## src/rtl/md_pkg.sv

```systemverilog
// Shared definitions for the hi/lo multiply-divide interface: op_sel
// encodings, issue FSM state encodings and default md latencies.
package md_pkg;

    // op_sel encodings presented by the datapath
    localparam logic [2:0] MD_MULT  = 3'b000;
    localparam logic [2:0] MD_MULTU = 3'b001;
    localparam logic [2:0] MD_DIV   = 3'b010;
    localparam logic [2:0] MD_DIVU  = 3'b011;
    localparam logic [2:0] MD_MTHI  = 3'b100;
    localparam logic [2:0] MD_MTLO  = 3'b101;

    // Issue FSM state encodings
    localparam logic [1:0] ST_IDLE  = 2'd0;
    localparam logic [1:0] ST_ISSUE = 2'd1;
    localparam logic [1:0] ST_WAIT  = 2'd2;

    // Default md unit occupancy after the start pulse, shared with hazard logic
    localparam int MULT_LAT_DEF = 5;
    localparam int DIV_LAT_DEF  = 10;
    localparam int CNT_W_DEF    = 4;

    function automatic logic is_mult(input logic [2:0] sel);
        return (sel == MD_MULT) || (sel == MD_MULTU);
    endfunction

    function automatic logic is_div(input logic [2:0] sel);
        return (sel == MD_DIV) || (sel == MD_DIVU);
    endfunction

    function automatic logic is_legal(input logic [2:0] sel);
        return is_mult(sel) || is_div(sel) || (sel == MD_MTHI) || (sel == MD_MTLO);
    endfunction

endpackage

```

## src/rtl/md_issue_ctrl.sv

```systemverilog
// Initiator side of the hi/lo multiply-divide interface. Accepts md-class
// requests in IDLE, pulses the md start for one ISSUE cycle, then holds
// operands and updatemd through WAIT until the md unit has finished. Any
// hi/lo access or new md request while not idle stalls the pipeline front.
module md_issue_ctrl
    import md_pkg::*;
#(
    parameter int MULT_LAT = MULT_LAT_DEF,
    parameter int DIV_LAT  = DIV_LAT_DEF,
    parameter int CNT_W    = CNT_W_DEF
) (
    input  logic        Clk,
    input  logic        Reset,
    input  logic        op_valid,
    input  logic [2:0]  op_sel,
    input  logic [31:0] op_rs,
    input  logic [31:0] op_rt,
    input  logic        mf_req,
    input  logic [3:0]  md_busy,
    output logic        op_accept,
    output logic        stall,
    output logic        illegal_op,
    output logic        start_mult,
    output logic        start_div,
    output logic        updatemd,
    output logic [2:0]  md_control,
    output logic [31:0] md_rs,
    output logic [31:0] md_rt
);

    logic [1:0]       state_q, state_d;
    logic [CNT_W-1:0] cnt_q, cnt_d;
    logic             illegal_q, illegal_d;
    logic             start_mult_q, start_mult_d;
    logic             start_div_q, start_div_d;
    logic             updatemd_q, updatemd_d;
    logic [2:0]       md_control_q, md_control_d;
    logic [31:0]      md_rs_q, md_rs_d;
    logic [31:0]      md_rt_q, md_rt_d;

    logic in_idle;
    logic sel_legal;

    assign in_idle   = (state_q == ST_IDLE);
    assign sel_legal = is_legal(op_sel);
    assign op_accept = in_idle & op_valid & sel_legal;
    assign stall     = ~in_idle & (op_valid | mf_req);

    assign illegal_op = illegal_q;
    assign start_mult = start_mult_q;
    assign start_div  = start_div_q;
    assign updatemd   = updatemd_q;
    assign md_control = md_control_q;
    assign md_rs      = md_rs_q;
    assign md_rt      = md_rt_q;

    // Next-state logic; cnt_q holds the WAIT cycles still owed, including the current one
    always_comb begin
        state_d      = state_q;
        cnt_d        = cnt_q;
        illegal_d    = 1'b0;
        start_mult_d = 1'b0;
        start_div_d  = 1'b0;
        updatemd_d   = 1'b0;
        md_control_d = md_control_q;
        md_rs_d      = md_rs_q;
        md_rt_d      = md_rt_q;
        case (state_q)
            ST_IDLE: begin
                if (op_accept) begin
                    state_d      = ST_ISSUE;
                    md_control_d = op_sel;
                    md_rs_d      = op_rs;
                    md_rt_d      = op_rt;
                    start_mult_d = is_mult(op_sel);
                    start_div_d  = is_div(op_sel);
                    updatemd_d   = 1'b1;
                end else if (op_valid && !sel_legal) begin
                    illegal_d = 1'b1;
                end
            end
            ST_ISSUE: begin
                if (is_mult(md_control_q)) begin
                    state_d    = ST_WAIT;
                    cnt_d      = CNT_W'(MULT_LAT);
                    updatemd_d = 1'b1;
                end else if (is_div(md_control_q)) begin
                    state_d    = ST_WAIT;
                    cnt_d      = CNT_W'(DIV_LAT);
                    updatemd_d = 1'b1;
                end else begin
                    state_d = ST_IDLE;
                end
            end
            ST_WAIT: begin
                cnt_d = (cnt_q != '0) ? (cnt_q - CNT_W'(1)) : '0;
                if ((cnt_q <= CNT_W'(1)) && (md_busy == 4'd0)) begin
                    state_d = ST_IDLE;
                end else begin
                    updatemd_d = 1'b1;
                end
            end
            default: begin
                state_d = ST_IDLE;
            end
        endcase
    end

    // State, counter and registered handshake outputs with synchronous reset
    always_ff @(posedge Clk) begin
        if (Reset) begin
            state_q      <= ST_IDLE;
            cnt_q        <= '0;
            illegal_q    <= 1'b0;
            start_mult_q <= 1'b0;
            start_div_q  <= 1'b0;
            updatemd_q   <= 1'b0;
            md_control_q <= 3'b000;
            md_rs_q      <= 32'd0;
            md_rt_q      <= 32'd0;
        end else begin
            state_q      <= state_d;
            cnt_q        <= cnt_d;
            illegal_q    <= illegal_d;
            start_mult_q <= start_mult_d;
            start_div_q  <= start_div_d;
            updatemd_q   <= updatemd_d;
            md_control_q <= md_control_d;
            md_rs_q      <= md_rs_d;
            md_rt_q      <= md_rt_d;
        end
    end

endmodule

```

## config.mk

```make
export PLATFORM = sky130hd
export DESIGN_NAME = md_issue_ctrl
export DESIGN_NICKNAME = d
export VERILOG_FILES = /design/src/rtl/md_pkg.sv /design/src/rtl/md_issue_ctrl.sv
export SDC_FILE = /design/constraint.sdc
export NUM_CORES = 1
export LEC_CHECK = 0
export CAP_MARGIN = 20
export CORE_ASPECT_RATIO = 1.5
export CORE_MARGIN = 3
export CORE_UTILIZATION = 35
export CTS_CLUSTER_SIZE = 40
export DETAILED_ROUTE_END_ITERATION = 7
export GPL_ROUTABILITY_DRIVEN = 0
export PLACE_DENSITY = 0.78
export SYNTH_ARGS = -nofsm -noshare
export SYNTH_HDL_FRONTEND = slang
export SYNTH_SLANG_ARGS = --single-unit
```

## constraint.sdc

```tcl
create_clock -name Clk -period 1.7 [get_ports Clk]
set_input_delay 0.255 -clock Clk [delete_from_list [all_inputs] [get_ports Clk]]
set_output_delay 0.255 -clock Clk [all_outputs]
set_load 0.01 [all_outputs]
```

=== Word-level counts from Yosys, hierarchy flattened ===
Index checks and enable logic that the tools add are counted.

* Bits in registers: 77
* Latch bits: 0
* Memory bits (writable): 0
* ROM bits: 0
* Input bits: 75
* Word-level logic and storage cells: 66
* Memories kept: 0

* Add/sub/neg operators: 1
* Multiply operators: 0
* Div/mod/pow operators: 0
* $lt $le $gt $ge: 1
* Equal/unequal tests: 13
* Shifts and indexed selects: 0
* Multiplexer cells: 15
* Bitwise logic cells: 6
* Reduce and logical (&&, ||, !) cells: 21

{| class="wikitable"
|+ Operators by type and width
! operator !! number
|-
| 3-bit by 2-bit == test with 1-bit output, second input constant || 4
|-
| 4-bit 2-to-1 mux || 3
|-
| 2-bit 2-to-1 mux || 4
|-
| 4-bit one-hot mux with 2 select lines || 1
|-
| 1-bit logical OR || 7
|-
| 3-bit by 1-bit == test with 1-bit output, second input constant || 2
|-
| 3-bit == test, second input constant || 2
|-
| 3-bit logical NOT || 2
|-
| 2-bit one-hot mux with 3 select lines || 1
|-
| 2-bit AND reduction || 3
|-
| 3-bit OR reduction || 2
|-
| 1-bit 2-to-1 mux || 5
|-
| 4-bit by 1-bit less-or-equal comparator with 1-bit output, second input constant || 1
|-
| 4-bit logical NOT || 1
|-
| 2-bit inequality test, second input constant || 2
|-
| 4-bit nonzero test || 1
|-
| 4-bit by 1-bit subtractor with 4-bit output, second input constant || 1
|-
| 1-bit bitwise AND || 3
|-
| 3-bit inequality test, second input constant || 1
|-
| 1-bit one-hot mux with 3 select lines || 1
|-
| 2-bit by 1-bit == test with 1-bit output, second input constant || 1
|-
| 2-bit == test, second input constant || 1
|-
| 1-bit logical AND || 2
|-
| 2-bit logical NOT || 1
|-
| 4 further kinds || 5
|}

=== Longest topological paths before layout ===
Gate-level depths: netlist (run 1).

* Word-level depth: 8
* Depth in mapped cells: 5
* Mapped depth without buffers: 3

=== Least setup slack after synthesis (run 1) ===
OpenSTA, ideal clock, no wires.

* Path type: reg2reg
* Start: reg state_q[0]
* End: reg cnt_q[1]
* Library setup time: 0.120 ns
* Data arrival time: 1.293 ns
* Required time: 1.580 ns
* Slack: 0.287 ns
* Stages on the path, launching flop included: 5
* Buffers on the path: 1
* Clock period less this slack: 1.413 ns
* Path through: dfxtp_1 -> or3b_1 -> buf_6 -> and4_4 -> a211o_1

* Longest elaborated chain between the ends: 3

{| class="wikitable"
|+ RTL lines
! item !! RTL line !! source
|-
| start: declaration || md_issue_ctrl.sv:31 || <nowiki>logic [1:0] state_q, state_d;</nowiki>
|-
| start signal: assignment || md_issue_ctrl.sv:122 || <nowiki>state_q <= state_d;</nowiki>
|-
| 2-bit by 1-bit == test with 1-bit output / 2-bit == test (equally long branches) || md_issue_ctrl.sv:68 || <nowiki>case (state_q)</nowiki>
|-
| 3-bit inequality test (no line) / 2-bit nonzero test (equally long branches) || n/a ||
|-
| 2-bit AND reduction (no line) || n/a ||
|-
| end signal: assignment || md_issue_ctrl.sv:123 || <nowiki>cnt_q <= cnt_d;</nowiki>
|-
| end: declaration || md_issue_ctrl.sv:32 || <nowiki>logic [CNT_W-1:0] cnt_q, cnt_d;</nowiki>
|}

Several ways; a longest one is shown, not always the timed one.
A chain may end at the register's enable or synchronous reset.

=== Worst setup path after layout (run 1) ===
* Start: in op_valid
* End: out op_accept

* Longest elaborated chain between the ends: 2

{| class="wikitable"
|+ RTL lines
! item !! RTL line !! source
|-
| start: declaration || md_issue_ctrl.sv:14 || <nowiki>input logic op_valid,</nowiki>
|-
| 1-bit bitwise AND (2 in a row) || md_issue_ctrl.sv:46 || <nowiki>assign op_accept = in_idle & op_valid & sel_legal;</nowiki>
|-
| end: declaration || md_issue_ctrl.sv:20 || <nowiki>output logic op_accept,</nowiki>
|}

Every way passes these cells.

==> results of run 1 <==
[cell type report]
class | instances | share of cell area (%)
Tap cell | 78 | 2.24
Inverter | 2 | 0.172
Sequential cell | 77 | 35.4
Timing Repair Buffer | 161 | 36.9
Multi-Input combinational cell | 108 | 20.1
Clock buffer | 12 | 3.56
Clock inverter | 4 | 1.61
[critical path, cell delays in order]
cell and delay (ns):
sky130_fd_sc_hd__clkdlybuf4s50_1 0.46, sky130_fd_sc_hd__or3b_4 0.38, sky130_fd_sc_hd__a21oi_1 0.12, sky130_fd_sc_hd__buf_2 0.14
[cell families after synthesis]
logic type / Yosys count
buffers and inverters: 19
flip-flops: 77
AND/OR/NAND/NOR: 25
AO/OA/AOI/OAI: 83
[placed cells by master (no fill, tap or decap), drive strengths merged, types with 3 or more instances in the layout]
cell	n
nor2	3
nand2	4
nor3	3
clkbuf	12
dfxtp	77
nor4	3
clkdlybuf4s50	145
buf	15
a22o	65
a21oi	7
[Yosys cell counts]
master	n	area (um2)
sky130_fd_sc_hd__a211o_1	1	8.76
sky130_fd_sc_hd__a211oi_1	1	7.51
sky130_fd_sc_hd__a211oi_2	1	12.5
sky130_fd_sc_hd__a21o_1	2	15.0
sky130_fd_sc_hd__a21oi_1	7	35.0
sky130_fd_sc_hd__a221oi_1	1	8.76
sky130_fd_sc_hd__a22o_1	65	569
sky130_fd_sc_hd__and3_1	2	12.5
sky130_fd_sc_hd__and4_4	1	11.3
sky130_fd_sc_hd__buf_2	10	50.1
sky130_fd_sc_hd__buf_4	2	15.0
sky130_fd_sc_hd__buf_6	1	11.3
sky130_fd_sc_hd__clkbuf_1	4	15.0
sky130_fd_sc_hd__dfxtp_1	77	1540
sky130_fd_sc_hd__inv_1	2	7.51
sky130_fd_sc_hd__nand2_1	4	15.0
sky130_fd_sc_hd__nand2b_1	1	6.26
sky130_fd_sc_hd__nand3_1	1	5.00
sky130_fd_sc_hd__nor2_1	3	11.3
sky130_fd_sc_hd__nor3_1	3	15.0
sky130_fd_sc_hd__nor3b_1	1	7.51
sky130_fd_sc_hd__nor3b_2	1	12.5
sky130_fd_sc_hd__nor4_1	2	12.5
sky130_fd_sc_hd__nor4_2	1	12.5
sky130_fd_sc_hd__nor4b_1	1	8.76
sky130_fd_sc_hd__o21a_1	1	7.51
sky130_fd_sc_hd__o21ai_0	1	5.00
sky130_fd_sc_hd__o22a_2	1	10.0
sky130_fd_sc_hd__o311ai_0	1	8.76
sky130_fd_sc_hd__o32a_2	1	11.3
sky130_fd_sc_hd__or2_2	2	12.5
sky130_fd_sc_hd__or3b_1	1	8.76
sky130_fd_sc_hd__or3b_2	1	8.76
[flip-flops by register name (all words and copies together) (netlist names)]
name / flops
illegal_op: 1
state_q: 2
md_rs: 32
start_mult: 1
updatemd: 1
md_control: 3
cnt_q: 4
start_div: 1
md_rt: 32
[through the flow]
step	cell area, um2	worst slack [ns]	util [%]
3_3_place_gp	4130	-0.424	59.9
2_1_floorplan	2500	0.287	-
3_5_place_dp	4130	-0.405	59.9
4_1_cts	4350	0.0453	63.1
6_report	4360	0.0933	63.1
5_1_grt	4360	0.0591	63.1
[final timing paths]
check	slack, ns	endpoint
max	0.09	op_accept
min	0.48	md_rs[10]
max reg2reg	0.13	cnt_q[1]
min reg2reg	0.48	md_rs[10]
[routing by layer]
| layer | vias up | wire length, um |
|---|---|---|
| met2 | 86 | 3720 |
| met3 | 15 | 528 |
| met4 | 0 | 160 |
| met1 | 1040 | 2590 |
| li1 | 1092 | - |
| met5 | - | 0 |
[report_power, final]
part	switching (mW)	internal [mW]
sequential	0.0675	1.93
combinational	0.271	0.476
clock	0.628	0.903
total	0.967	3.30
==> implementation parameters, run 1 <==
Parameter                              Value

Outcome
  Outcome    finished, final reports clean

Synth
  Share of the synthesized netlist area taken by xor and xnor gates    0%
  Dominant combinational cell family by area after synthesis    compound AO/OA/AOI/OAI gates
  Post-Synth Adder-Cell Area    0%
  Number of synthesized register bits    between 70 and 80
  Net count of the mapped netlist    279
  Sequential element share of the synthesized area    61.7%
  Average size of a mapped cell    12.3 um2
  Compound-Gate Fraction of Synth Area    28.0%
  Post-synthesis instance area    2500 um2
  Synthesis Warnings    0
  Simple-gate area share of the yosys netlist    between 6 and 7%
  Post-synthesis mux area share    0%
  Cells after Synth    204
  Count of cell types in the netlist    33

Setup path
  Start-to-end type of the worst setup path    in -> out
  Worst EP required    1.44 ns
  Startpoint class of the critical path    input pin
  Critical path peak fanout    2
  Worst Reg-to-Reg Cells    4
  Endpoint kind of the worst setup timing path    output port
  Worst reg2reg path startpoint    state_q[0]
  Start point of the critical path    op_valid
  Arrival time at the worst endpoint    1.35 ns

GRT
  Routing layer with the top usage in global route    met2
  Total overflow reported by the global router    0
  Met2 usage in global routing    30.4%
  Largest net degree at the start of global routing    46
  Met3 usage    6.68%
  Number of global-route vias before repair    2265
  Antenna violations before repair    0
  Combined global-route utilization of all metal layers    between 10% and 20%
  Met1 Resource Use GR    17.9%
  Wire length of the first global-routing pass    10.8 mm

Timing
  RSZ-0062 raised after global routing    false
  Final setup skew    0.00848 ns
  Setup Viol. Count Final    0
  Final worst hold slack    0.479 ns
  Slew of the pin with the lowest slew margin    0.421 ns
  Setup_tns    0 ns
  Highest Clock Rate    0.622 GHz
  Shortest clock period the worst path allows after layout    1.61 ns
  Headroom to the max-slew limit    71.9%
  Fin. max-slew vios    0
  Hold violation total from the final report    0
  Period utilization    between 90% and 100%

Clock tree
  Number of buffers inserted during clock tree synthesis    9
  TritonCTS clock tree    done
  Number of clock sinks    77
  Maximum clock insertion buffer count    2
  Quantity of gates resized following cts    6
  Count of hold-fix buffers inserted at cts    0
  Worst-path clk slew    roughly 0.070 ns
  Depth of the CTS H-tree    3
  Cell at the root of the clock tree    sky130_fd_sc_hd__clkbuf_8
  Clock latency reported for the late side of the worst-skew pair    ~0.34 ns
  Buffer count from post-CTS setup fixing    0

Drt
  Vias after detailed routing    2233
  Final Routed Wirelength    roughly 7.0 mm
  Ratio of routed vias to standard cells    a little over 5
  Avg WL per Cell    15.8 um
  Detailed-routing iteration count for the pre-antenna-repair pass    4
  Routed Antenna Nets    0
  Iteration-0 DRC Markers    89
  Total DRC errors in the routed layout    0

Final layout
  Flip-flop and latch area    ~1500 um2
  Share of layout cells above drive strength 1    11.5%
  # fillers    560
  Final standard cell count with taps included and fillers excluded    442
  Multi-input gate area in the final layout    875 um2
  NumNets Final    434
  ANT cells    0
  Synth-to-layout area growth    74.2%

Hold path
  Hold Path Depth    1
  Class of the tightest hold or removal check    reg -> reg
  Startpoint of the tightest hold check path    md_rs[10]

Die
  Effective utilization at floorplan    36.2%
  Ports placed on the boundary    about 150
  Floorplan die area    8210 um2
  Die span in x    75.0 um
  Std-Cell Rows    37
  DIE HEIGHT    110 um
  Core ar.    6900 um2

Flow run
  Number of maximum-capacitance constraint violations    0

Placed design
  Total half-perimeter wirelength after legalization and detailed placement    5.13 mm
  Dpl cells    about 430
  Input/output buffers    147

Power
  Max rail drop VDD    about 0.6 mV
  Power per cell area    981 nW/um2
  Post-layout power    4.27 mW
  Reported leakage power    1.73 nW
Power figures use the tool's default switching activity.
==> run 2: changes to the inputs <==
- CTS_BUF_LIST: default -> sky130_fd_sc_hd__clkbuf_8
- GPL_ROUTABILITY_DRIVEN: 0 -> default
==> run 2 against run 1 <==
Die area unchanged. Clock power about the same. Critical path type unchanged. Via count stayed put. Non-clock buffer count did not move. Combinational power is essentially flat.
==> implementation parameters, run 2 (synthesized netlist as in run 1, its figures left out) <==
Parameter                              Value

Final layout
  Final design instance area without fill    4360 um2 (unchanged)
  ANT cells    0 (unchanged)
  Synth-to-layout area growth    74.2% (unchanged)
  Utilization of the core after routing    63.1% (unchanged)
  Final standard cell count with taps included and fillers excluded    442 (unchanged)
  Share of layout cells above drive strength 1    11.5% (unchanged)
  Most used cells in the layout excluding fill and tap cells    145 x sky130_fd_sc_hd__clkdlybuf4s50_1, 76 x sky130_fd_sc_hd__dfxtp_1, 65 x sky130_fd_sc_hd__a22o_1
  NumNets Final    434 (unchanged)
  Commonest non-fill, non-tap cell in the layout    sky130_fd_sc_hd__clkdlybuf4s50_1

Setup path
  Worst Reg-to-Reg Cells    4 (unchanged)
  Timing endpoint of the critical path    op_accept
  Worst-path cell with the longest stage delay    sky130_fd_sc_hd__clkdlybuf4s50_1
  R2r endpoint    cnt_q[1]
  Worst reg2reg path startpoint    state_q[0]
  Startpoint class of the critical path    input pin
  Endpoint kind of the worst setup timing path    output port
  Worst EP required    1.44 ns (about the same)
  Arrival time at the worst endpoint    1.35 ns (about the same)
  Critical path peak fanout    2 (unchanged)
  Critical path's largest stage delay    0.46 ns (about the same)
  Start-to-end type of the worst setup path    in -> out
  Worst-case register-to-register setup slack    0.13 ns (about the same)
  Start point of the critical path    op_valid
  Cell-by-cell trace of the critical path    clkdlybuf4s50_1, or3b_4, a21oi_1, buf_2

GRT
  Wire length of the first global-routing pass    10.8 mm (unchanged)
  Combined global-route utilization of all metal layers    17.5% (unchanged)
  Total overflow reported by the global router    0 (unchanged)
  Antenna violations before repair    0 (unchanged)
  Largest net degree at the start of global routing    46 (unchanged)
  Number of global-route vias before repair    2265 (unchanged)

Clock tree
  Depth of the CTS H-tree    3 (unchanged)
  Clock latency reported for the late side of the worst-skew pair    0.34 ns (about the same)
  Cell at the root of the clock tree    sky130_fd_sc_hd__clkbuf_8
  Number of buffers inserted during clock tree synthesis    9 (unchanged)
  Worst-path clk slew    0.07 ns (about the same)
  Number of clock sinks    77 (unchanged)
  Maximum clock insertion buffer count    2 (unchanged)
  TritonCTS clock tree    done
  Count of hold-fix buffers inserted at cts    0 (unchanged)

Die
  Effective utilization at floorplan    36.2% (unchanged)
  DIE HEIGHT    110 um (unchanged)
  Die span in x    75.0 um (unchanged)
  Floorplan die area    8210 um2 (unchanged)
  Std-Cell Rows    37 (unchanged)
  Core ar.    6900 um2 (unchanged)
  Ports placed on the boundary    148 (unchanged)

Timing
  RSZ-0062 raised after global routing    false
  Setup_tns    0 ns (unchanged)
  Headroom to the max-slew limit    71.9% (unchanged)
  Slew of the pin with the lowest slew margin    0.421 ns (unchanged)
  Shortest clock period the worst path allows after layout    1.61 ns (unchanged)
  Highest Clock Rate    0.622 GHz (unchanged)
  Hold violation total from the final report    0 (unchanged)
  Final setup skew    0.00848 ns (unchanged)
  Fin. max-slew vios    0 (unchanged)
  Setup Viol. Count Final    0 (unchanged)
  Period utilization    94.5% (unchanged)

Power
  Switching Power    967 uW (about the same)
  Fraction of power spent switching nets    22.7% (+0.044 points)
  Post-layout power    4.27 mW (-0.12%)
  Internal power consumption    3.30 mW (-0.18%)
  Reported leakage power    1.73 nW (+0.24%)
  Clk network pwr share    35.8% (about the same)
  Power per cell area    979 nW/um2 (-0.12%)
  Power share of the combinational group    17.5% (about the same)
  Max rail drop VDD    0.598 mV (unchanged)
  Sequential Power Share    46.7% (about the same)

Hold path
  Startpoint of the tightest hold check path    md_rs[10]
  Class of the tightest hold or removal check    reg -> reg

Placed design
  GPL Wtd Cong    0.783
  Input/output buffers    147 (unchanged)
  Total half-perimeter wirelength after legalization and detailed placement    5.13 mm (unchanged)
  Dpl cells    426 (unchanged)
  Placed Instance Area    4130 um2 (unchanged)

Drt
  Detailed-routing iteration count for the pre-antenna-repair pass    4 (unchanged)
  Detail Route met2 WL    3.72 mm (unchanged)
  Routed Antenna Nets    0 (unchanged)
  Iteration-0 DRC Markers    89 (unchanged)
  Routed wire length on met3    528 um (unchanged)
  Met1 wire length    2.59 mm (unchanged)
  Ratio of routed vias to standard cells    5.05 (unchanged)
  Avg WL per Cell    15.8 um (unchanged)
  Uppermost routed layer    met4
  Vias after detailed routing    2233 (unchanged)
  Final Routed Wirelength    7.00 mm (unchanged)
  Total DRC errors in the routed layout    0 (unchanged)

Flow run
  Number of maximum-capacitance constraint violations    0 (unchanged)

Outcome
  Outcome    finished, final reports clean
[run 2: changes by cell type in the layout (fill, tap and decap cells not counted)]
| cell | before | now |
|---|---|---|
| sky130_fd_sc_hd__clkbuf_1 | 1 | 0 |
| sky130_fd_sc_hd__inv_1 | 2 | 3 |
[run 2: through the flow]
stage | worst slack, ns | hold slack [ns]
5_1_grt | 0.0591 | 0.480
3_5_place_dp | -0.405 | 0.463
6_report | 0.0933 | 0.479
3_3_place_gp | -0.424 | 0.461
4_1_cts | 0.0453 | 0.478
2_1_floorplan | 0.287 | 0.333
[run 2: power by group through the flow]
stage | Clock [mW] | Combinational (mW) | Sequential (mW)
finish | 1.53 | 0.747 | 1.99
global route | 1.64 | 0.804 | 2.01
CTS | 1.57 | 0.756 | 1.99
detailed placement | 0 | 0.753 | 2.03
global placement | 0 | 0.747 | 2.03
floorplan | 0 | 0.213 | 2.08
[run 2: area by class of cell]
class                   instances  area, um2
clock buffers                  11        151
inverters                       2       7.51
flip-flops and latches         77       1540
fillers                       560       2540
multi-input cells             108        875
well taps                      78       97.6
repair buffers                161       1610
clock inverters                 5       73.8
[run 2: per-layer routing]
metal  vias up  global-route usage (%)
li1       1092                       -
met1      1040                    17.9
met2        86                    30.4
met3        15                    6.68
met4         0                    8.40
met5         -                       0
[run 2: how the worst min path moves through the flow]
stage	to	slack, ns	cells after the start
6_report	md_rs[10]	0.48	1
5_1_grt	md_rs[26]	0.48	2
4_1_cts	md_rt[22]	0.48	2
3_5_place_dp	md_rs[20]	0.46	1
3_3_place_gp	md_rs[25]	0.46	1
2_1_floorplan	start_mult	0.33	1
[run 2: worst max-delay path: cells and delay by family]
family / cells / cell delay (ns)
and+or+nand+nor: 1 / 0.38
buffers and inverters: 2 / 0.60
AOI/OAI and AO/OA: 1 / 0.12
[run 2: repair_timing]
item / 4_1_cts / 5_1_grt
endpoints found under the setup margin: 2 / 1
endpoints found under the hold margin: 0 / 0
pin swaps: 0 / 0
gates resized for setup: 6 / 1
buffers inserted: 0 / 0
